`config.mk`:
```
export PLATFORM = sky130hd
export DESIGN_NAME = decode_stage
export DESIGN_NICKNAME = d
export VERILOG_FILES = /design/src/rtl/decode_stage.sv
export SDC_FILE = /design/constraint.sdc
export NUM_CORES = 2
export LEC_CHECK = 0
export BUFFER_PORTS_ARGS = -buffer_cell sky130_fd_sc_hd__buf_2
export CAP_MARGIN = 20
export CORE_AREA = 2 2 422 424
export CTS_BUF_LIST = sky130_fd_sc_hd__clkbuf_2 sky130_fd_sc_hd__clkbuf_4 sky130_fd_sc_hd__clkbuf_8
export CTS_CLUSTER_SIZE = 40
export DETAILED_ROUTE_END_ITERATION = 16
export DIE_AREA = 0 0 424 426
export GPL_ROUTABILITY_DRIVEN = 0
export PLACE_DENSITY = 0.54
export SYNTH_ARGS = -nofsm -noshare
export SYNTH_HDL_FRONTEND = slang
export SYNTH_SLANG_ARGS = --single-unit
```
`constraint.sdc`:
```
create_clock -name clk -period 68 [get_ports clk]
set_input_delay 20.4 -clock clk [delete_from_list [all_inputs] [get_ports clk]]
set_output_delay 20.4 -clock clk [all_outputs]
set_load 0.05 [all_outputs]
```
`src/rtl/decode_stage.sv`:
```
// decode_stage: RV32I decode stage, sitting between the IF/ID and ID/EX registers.
//   Inputs : clk, reset (async, active-high), clr (sync ID/EX flush),
//            InstrD/PCD/PCplus4D fetch bundle, RegWriteW/RdW/ResultW write-back port.
//   Outputs: Rs1D/Rs2D (combinational, to the hazard unit) and the registered
//            ID/EX bundle (*E) feeding Execute.
// Holds the 32x32 register file (x0 hard-wired to zero, write-through on read).
module decode_stage (
  input  logic        clk,
  input  logic        reset,
  input  logic        clr,
  input  logic [31:0] InstrD,
  input  logic [31:0] PCD,
  input  logic [31:0] PCplus4D,
  input  logic        RegWriteW,
  input  logic [4:0]  RdW,
  input  logic [31:0] ResultW,
  output logic [4:0]  Rs1D,
  output logic [4:0]  Rs2D,
  output logic [31:0] RD1E,
  output logic [31:0] RD2E,
  output logic [31:0] ImmExtE,
  output logic [31:0] PCE,
  output logic [31:0] PCplus4E,
  output logic [4:0]  Rs1E,
  output logic [4:0]  Rs2E,
  output logic [4:0]  RdE,
  output logic        RegWriteE,
  output logic        MemWriteE,
  output logic        BranchE,
  output logic        JumpE,
  output logic        JalrE,
  output logic        ALUSrcBE,
  output logic        IllegalE,
  output logic [1:0]  ResultSrcE,
  output logic [1:0]  ALUSrcAE,
  output logic [3:0]  ALUControlE,
  output logic [2:0]  Funct3E
);

  typedef enum logic [6:0] {
    OP_R     = 7'b0110011,
    OP_IALU  = 7'b0010011,
    OP_LOAD  = 7'b0000011,
    OP_STORE = 7'b0100011,
    OP_BR    = 7'b1100011,
    OP_JAL   = 7'b1101111,
    OP_JALR  = 7'b1100111,
    OP_LUI   = 7'b0110111,
    OP_AUIPC = 7'b0010111
  } opcode_e;

  typedef enum logic [3:0] {
    ALU_ADD = 4'd0, ALU_SUB = 4'd1, ALU_AND = 4'd2, ALU_OR  = 4'd3, ALU_XOR = 4'd4,
    ALU_SLT = 4'd5, ALU_SLTU = 4'd6, ALU_SLL = 4'd7, ALU_SRL = 4'd8, ALU_SRA = 4'd9
  } alu_e;

  typedef enum logic [2:0] {IMM_NONE, IMM_I, IMM_S, IMM_B, IMM_J, IMM_U} imm_sel_e;

  typedef struct packed {
    logic [31:0] rd1, rd2, imm, pc, pc4;
    logic [4:0]  rs1, rs2, rd;
    logic        regw, memw, br, jmp, jalr, srcb, ill;
    logic [1:0]  rsrc, srca;
    logic [3:0]  alu;
    logic [2:0]  f3;
  } idex_t;

  // alt selects SUB/SRA; callers decide when funct7[5] is allowed to count.
  function automatic alu_e alu_from_f3(input logic [2:0] f3, input logic alt);
    case (f3)
      3'b000:  return alt ? ALU_SUB : ALU_ADD;
      3'b001:  return ALU_SLL;
      3'b010:  return ALU_SLT;
      3'b011:  return ALU_SLTU;
      3'b100:  return ALU_XOR;
      3'b101:  return alt ? ALU_SRA : ALU_SRL;
      3'b110:  return ALU_OR;
      default: return ALU_AND;
    endcase
  endfunction

  logic [31:0] r_regs [32];
  idex_t       r_idex;
  idex_t       w_next;
  imm_sel_e    w_imm_sel;
  logic [31:0] w_imm;
  logic [31:0] w_rd1, w_rd2;

  assign Rs1D = InstrD[19:15];
  assign Rs2D = InstrD[24:20];

  // Entry 0 is never written, so it stays at its reset value of zero.
  always_ff @(posedge clk or posedge reset) begin
    if (reset) begin
      for (int unsigned i = 0; i < 32; i++) r_regs[i] <= '0;
    end else if (RegWriteW && RdW != 5'd0) begin
      r_regs[RdW] <= ResultW;
    end
  end

  always_comb begin
    w_rd1 = r_regs[Rs1D];
    w_rd2 = r_regs[Rs2D];
    if (Rs1D == 5'd0) w_rd1 = '0;
    else if (RegWriteW && RdW == Rs1D) w_rd1 = ResultW;
    if (Rs2D == 5'd0) w_rd2 = '0;
    else if (RegWriteW && RdW == Rs2D) w_rd2 = ResultW;
  end

  always_comb begin
    case (w_imm_sel)
      IMM_I:   w_imm = {{20{InstrD[31]}}, InstrD[31:20]};
      IMM_S:   w_imm = {{20{InstrD[31]}}, InstrD[31:25], InstrD[11:7]};
      IMM_B:   w_imm = {{19{InstrD[31]}}, InstrD[31], InstrD[7], InstrD[30:25], InstrD[11:8], 1'b0};
      IMM_J:   w_imm = {{11{InstrD[31]}}, InstrD[31], InstrD[19:12], InstrD[20], InstrD[30:21], 1'b0};
      IMM_U:   w_imm = {InstrD[31:12], 12'b0};
      default: w_imm = '0;
    endcase
  end

  always_comb begin
    w_next     = '0;
    w_imm_sel  = IMM_NONE;
    w_next.rd1 = w_rd1;
    w_next.rd2 = w_rd2;
    w_next.pc  = PCD;
    w_next.pc4 = PCplus4D;
    w_next.rs1 = Rs1D;
    w_next.rs2 = Rs2D;
    w_next.rd  = InstrD[11:7];
    w_next.f3  = InstrD[14:12];
    w_next.alu = ALU_ADD;
    case (InstrD[6:0])
      OP_R: begin
        w_next.regw = 1'b1;
        w_next.alu  = alu_from_f3(InstrD[14:12], InstrD[30]);
      end
      OP_IALU: begin
        w_next.regw = 1'b1;
        w_next.srcb = 1'b1;
        w_imm_sel   = IMM_I;
        // Bit 30 is immediate data except for SRAI.
        w_next.alu  = alu_from_f3(InstrD[14:12], InstrD[30] && InstrD[14:12] == 3'b101);
      end
      OP_LOAD: begin
        w_next.regw = 1'b1;
        w_next.rsrc = 2'b01;
        w_next.srcb = 1'b1;
        w_imm_sel   = IMM_I;
      end
      OP_STORE: begin
        w_next.memw = 1'b1;
        w_next.srcb = 1'b1;
        w_imm_sel   = IMM_S;
      end
      OP_BR: begin
        w_next.br  = 1'b1;
        w_next.alu = ALU_SUB;
        w_imm_sel  = IMM_B;
      end
      OP_JAL: begin
        w_next.regw = 1'b1;
        w_next.jmp  = 1'b1;
        w_next.rsrc = 2'b10;
        w_imm_sel   = IMM_J;
      end
      OP_JALR: begin
        w_next.regw = 1'b1;
        w_next.jmp  = 1'b1;
        w_next.jalr = 1'b1;
        w_next.rsrc = 2'b10;
        w_next.srcb = 1'b1;
        w_imm_sel   = IMM_I;
      end
      OP_LUI: begin
        w_next.regw = 1'b1;
        w_next.srca = 2'b10;
        w_next.srcb = 1'b1;
        w_imm_sel   = IMM_U;
      end
      OP_AUIPC: begin
        w_next.regw = 1'b1;
        w_next.srca = 2'b01;
        w_next.srcb = 1'b1;
        w_imm_sel   = IMM_U;
      end
      default: begin
        // The all-zero word is the IF/ID bubble, not an illegal instruction.
        w_next.ill = (InstrD != '0);
      end
    endcase
    w_next.imm = w_imm;
  end

  always_ff @(posedge clk or posedge reset) begin
    if (reset)    r_idex <= '0;
    else if (clr) r_idex <= '0;
    else          r_idex <= w_next;
  end

  assign RD1E        = r_idex.rd1;
  assign RD2E        = r_idex.rd2;
  assign ImmExtE     = r_idex.imm;
  assign PCE         = r_idex.pc;
  assign PCplus4E    = r_idex.pc4;
  assign Rs1E        = r_idex.rs1;
  assign Rs2E        = r_idex.rs2;
  assign RdE         = r_idex.rd;
  assign RegWriteE   = r_idex.regw;
  assign MemWriteE   = r_idex.memw;
  assign BranchE     = r_idex.br;
  assign JumpE       = r_idex.jmp;
  assign JalrE       = r_idex.jalr;
  assign ALUSrcBE    = r_idex.srcb;
  assign IllegalE    = r_idex.ill;
  assign ResultSrcE  = r_idex.rsrc;
  assign ALUSrcAE    = r_idex.srca;
  assign ALUControlE = r_idex.alu;
  assign Funct3E     = r_idex.f3;

endmodule

```
==> out/results.ini <==
[timing]
final_hold_viol_count=0
rsz0062_at_grt=no
fmax_mhz=24.0
fin_crit_ps=41670
max_slew_margin_pct=24.4
finalCritPeriodShare_pct=61.3
slew_viol_final=0
setup_tns_ps=0
worstMarginPinSlew_ps=1130
finalSetupViolCount=0
fin_skew_ps=45.5

[die]
die_h_um=426
initial_core_util_pct=34.9
ios=340
dieWidth_um=424
rows=154
core_area_um2=176000
dieArea_um2=181000

[final_layout]
finalCoreUtilization_pct=39.4
nNetsFinal=4563
syn2layout_area_growth_pct=13.1
layout-drive-gt1-share_pct=49.0
fillers=16612

[clock_tree]
cts_tree=yes
clk_pin_slew_ps=60
clock_sinks=1217
clockBufferDepth=3
clock_latency_ps=950
cts_hold_buf=0
cts-resized-gates=0
cts_buffers=209
post-cts-setup-buffer-count=0
htree_levels=4
root_buffer=clkbuf_8

[synthesis]
seq_area_frac_synth_pct=49.7
yosys_warnings=0
synth-seq-cells=1217
synth_edf_count=0
synthArstFlopShare_pct=100
synth.distinct_cells=51
ys_top_cells_by_area=dfrtp_1, mux2_2, mux4_2
synth.net_count=4396
syn_inst=4259
synth_top_area_share_pct=49.7
synth_largest_area_cell=dfrtp_1
synthTopCellsByCount=dfrtp_1, mux2_2, mux4_2
syn_area_um2=61300
synth.avg_cell_area_um2=14.4
synth_ff_type=dfrtp_1
yosysMostFrequentCell=dfrtp_1

[outcome]
status=completed

[setup_path]
critPathMaxFanout=46
cp_slowest_stage_delay_ps=480
crit_chain=buf_6 -> buf_2
critPathBufInv=2
critical_path.slowest_cell=buf_6
path_delay_family=buffers and inverters
end_kind=primary output
cp.required_ps=47600
startpoint_type=primary input
path_class=primary input to primary output
worstPathArrival_ps=21270

[detailed_routing]
drtIter0Drc=3389
first_pass_iters=5
drcViolationCount=0
vias=40450
viasPerCell=5.84
routedWlPerCell_um=30.5
routed_wl_um=212000
postRouteAntennaNets=0

[run]
drv_cap=0

[power_and_ir_drop]
max-vdd-ir-drop_mv=0.0218
p_leak_uw=0.0309
p_per_area_nw_per_um2=29.3

[grt]
grt_antenna_before_repair=22
grt_max_degree=155
grt_usage_pct=23.3
grt_overflow=0
grt_pass1_vias=41835
grt_pass1_wl_um=307000

[placement]
place_hpwl_um=121000
port_buffers=339

[min_path]
hold_class=register to register

report_power, final:
group	total [uW]	leakage (uW)	switching (uW)	internal (uW)
registers	934	0.0157	87.2	847
logic	389	0.0129	180	209
clock network	704	0.00235	314	390
through the flow:
step	setup WS (ps)	std cells	instance area, um^2	hold WS (ps)	total power [uW]
floorplan	13310	4259	61300	441	1230
global placement	26300	6552	64800	377	1320
detailed placement	26300	6553	64800	382	1330
CTS	26300	6917	69200	396	2040
global route	26290	6925	69300	404	2120
finish	26330	6927	69300	392	2030
flip-flops by register name, indices dropped and copies added (netlist names), 5 cells and up:
signal / count
PCE: 32
ImmExtE: 32
RD1E: 32
Rs2E: 5
RD2E: 32
RdE: 5
Rs1E: 5
PCplus4E: 32
r_regs: 1024
final timing paths:
kind	start	to	slack, ps	cells after the start
worst max-delay path	InstrD[22]	Rs2D[2]	26330	2
worst max register to register	r_regs[94]$_DFFE_PP0P_	RD1E[30]$_DFF_PP0_	65880	5
worst min-delay path	r_regs[998]$_DFFE_PP0P_	r_regs[998]$_DFFE_PP0P_	390	0
max in group asynchronous	reset	r_regs[854]$_DFFE_PP0P_	44520	6
worst min register to register	r_regs[998]$_DFFE_PP0P_	r_regs[998]$_DFFE_PP0P_	390	0
min in group asynchronous	reset	ImmExtE[7]$_DFF_PP0_	19580	2
routing by layer:
metal	up-vias	global-route usage (%)	wire, um
met5	-	0	100
met4	16	7.80	7130
li1	16616	-	-
met2	1500	37.8	100000
met3	411	4.79	13000
met1	21907	31.0	90900
cell type report:
| type | instances | area, um^2 | area share, % |
|---|---|---|---|
| Antenna cell | 8 | 20.0 | 0.0289 |
| Clock buffer | 337 | 4220 | 6.09 |
| Clock inverter | 27 | 175 | 0.253 |
| Inverter | 6 | 31.3 | 0.0451 |
| Multi-Input combinational cell | 2557 | 28900 | 41.7 |
| Sequential cell | 1217 | 30500 | 44.0 |
| Tap cell | 2340 | 2930 | 4.23 |
| Timing Repair Buffer | 435 | 2530 | 3.65 |
placed cells by master, fill, tap and decap left out, types with 23 or more instances in the layout:
master,count
dfrtp_1,1217
mux2_2,1036
mux4_2,355
mux2i_1,348
buf_2,330
clkbuf_8,270
buf_4,96
a221oi_1,94
nor2b_1,86
a21oi_1,80
o21ai_0,68
clkbuf_4,67
nand2_1,64
a221o_1,57
a22oi_1,54
o221ai_1,48
nor2_1,31
o21bai_1,31
a32o_1,23
kinds of logic after synthesis:
logic type / share of synthesized area, %
xor gates and xnor gates: 0.157
muxes: 37.8
AOI/OAI and AO/OA: 6.33
buffers and inverters: 3.54
and+or+nand+nor: 2.49
DFF: 49.7
worst register-to-register path, cell delays in order (launching register included):
cell and delay [ps]:
dfrtp_1 400, mux4_2 460, a22o_1 260, a211oi_1 480, a21oi_1 110, a22o_1 290
Power figures use the tool's default switching activity.
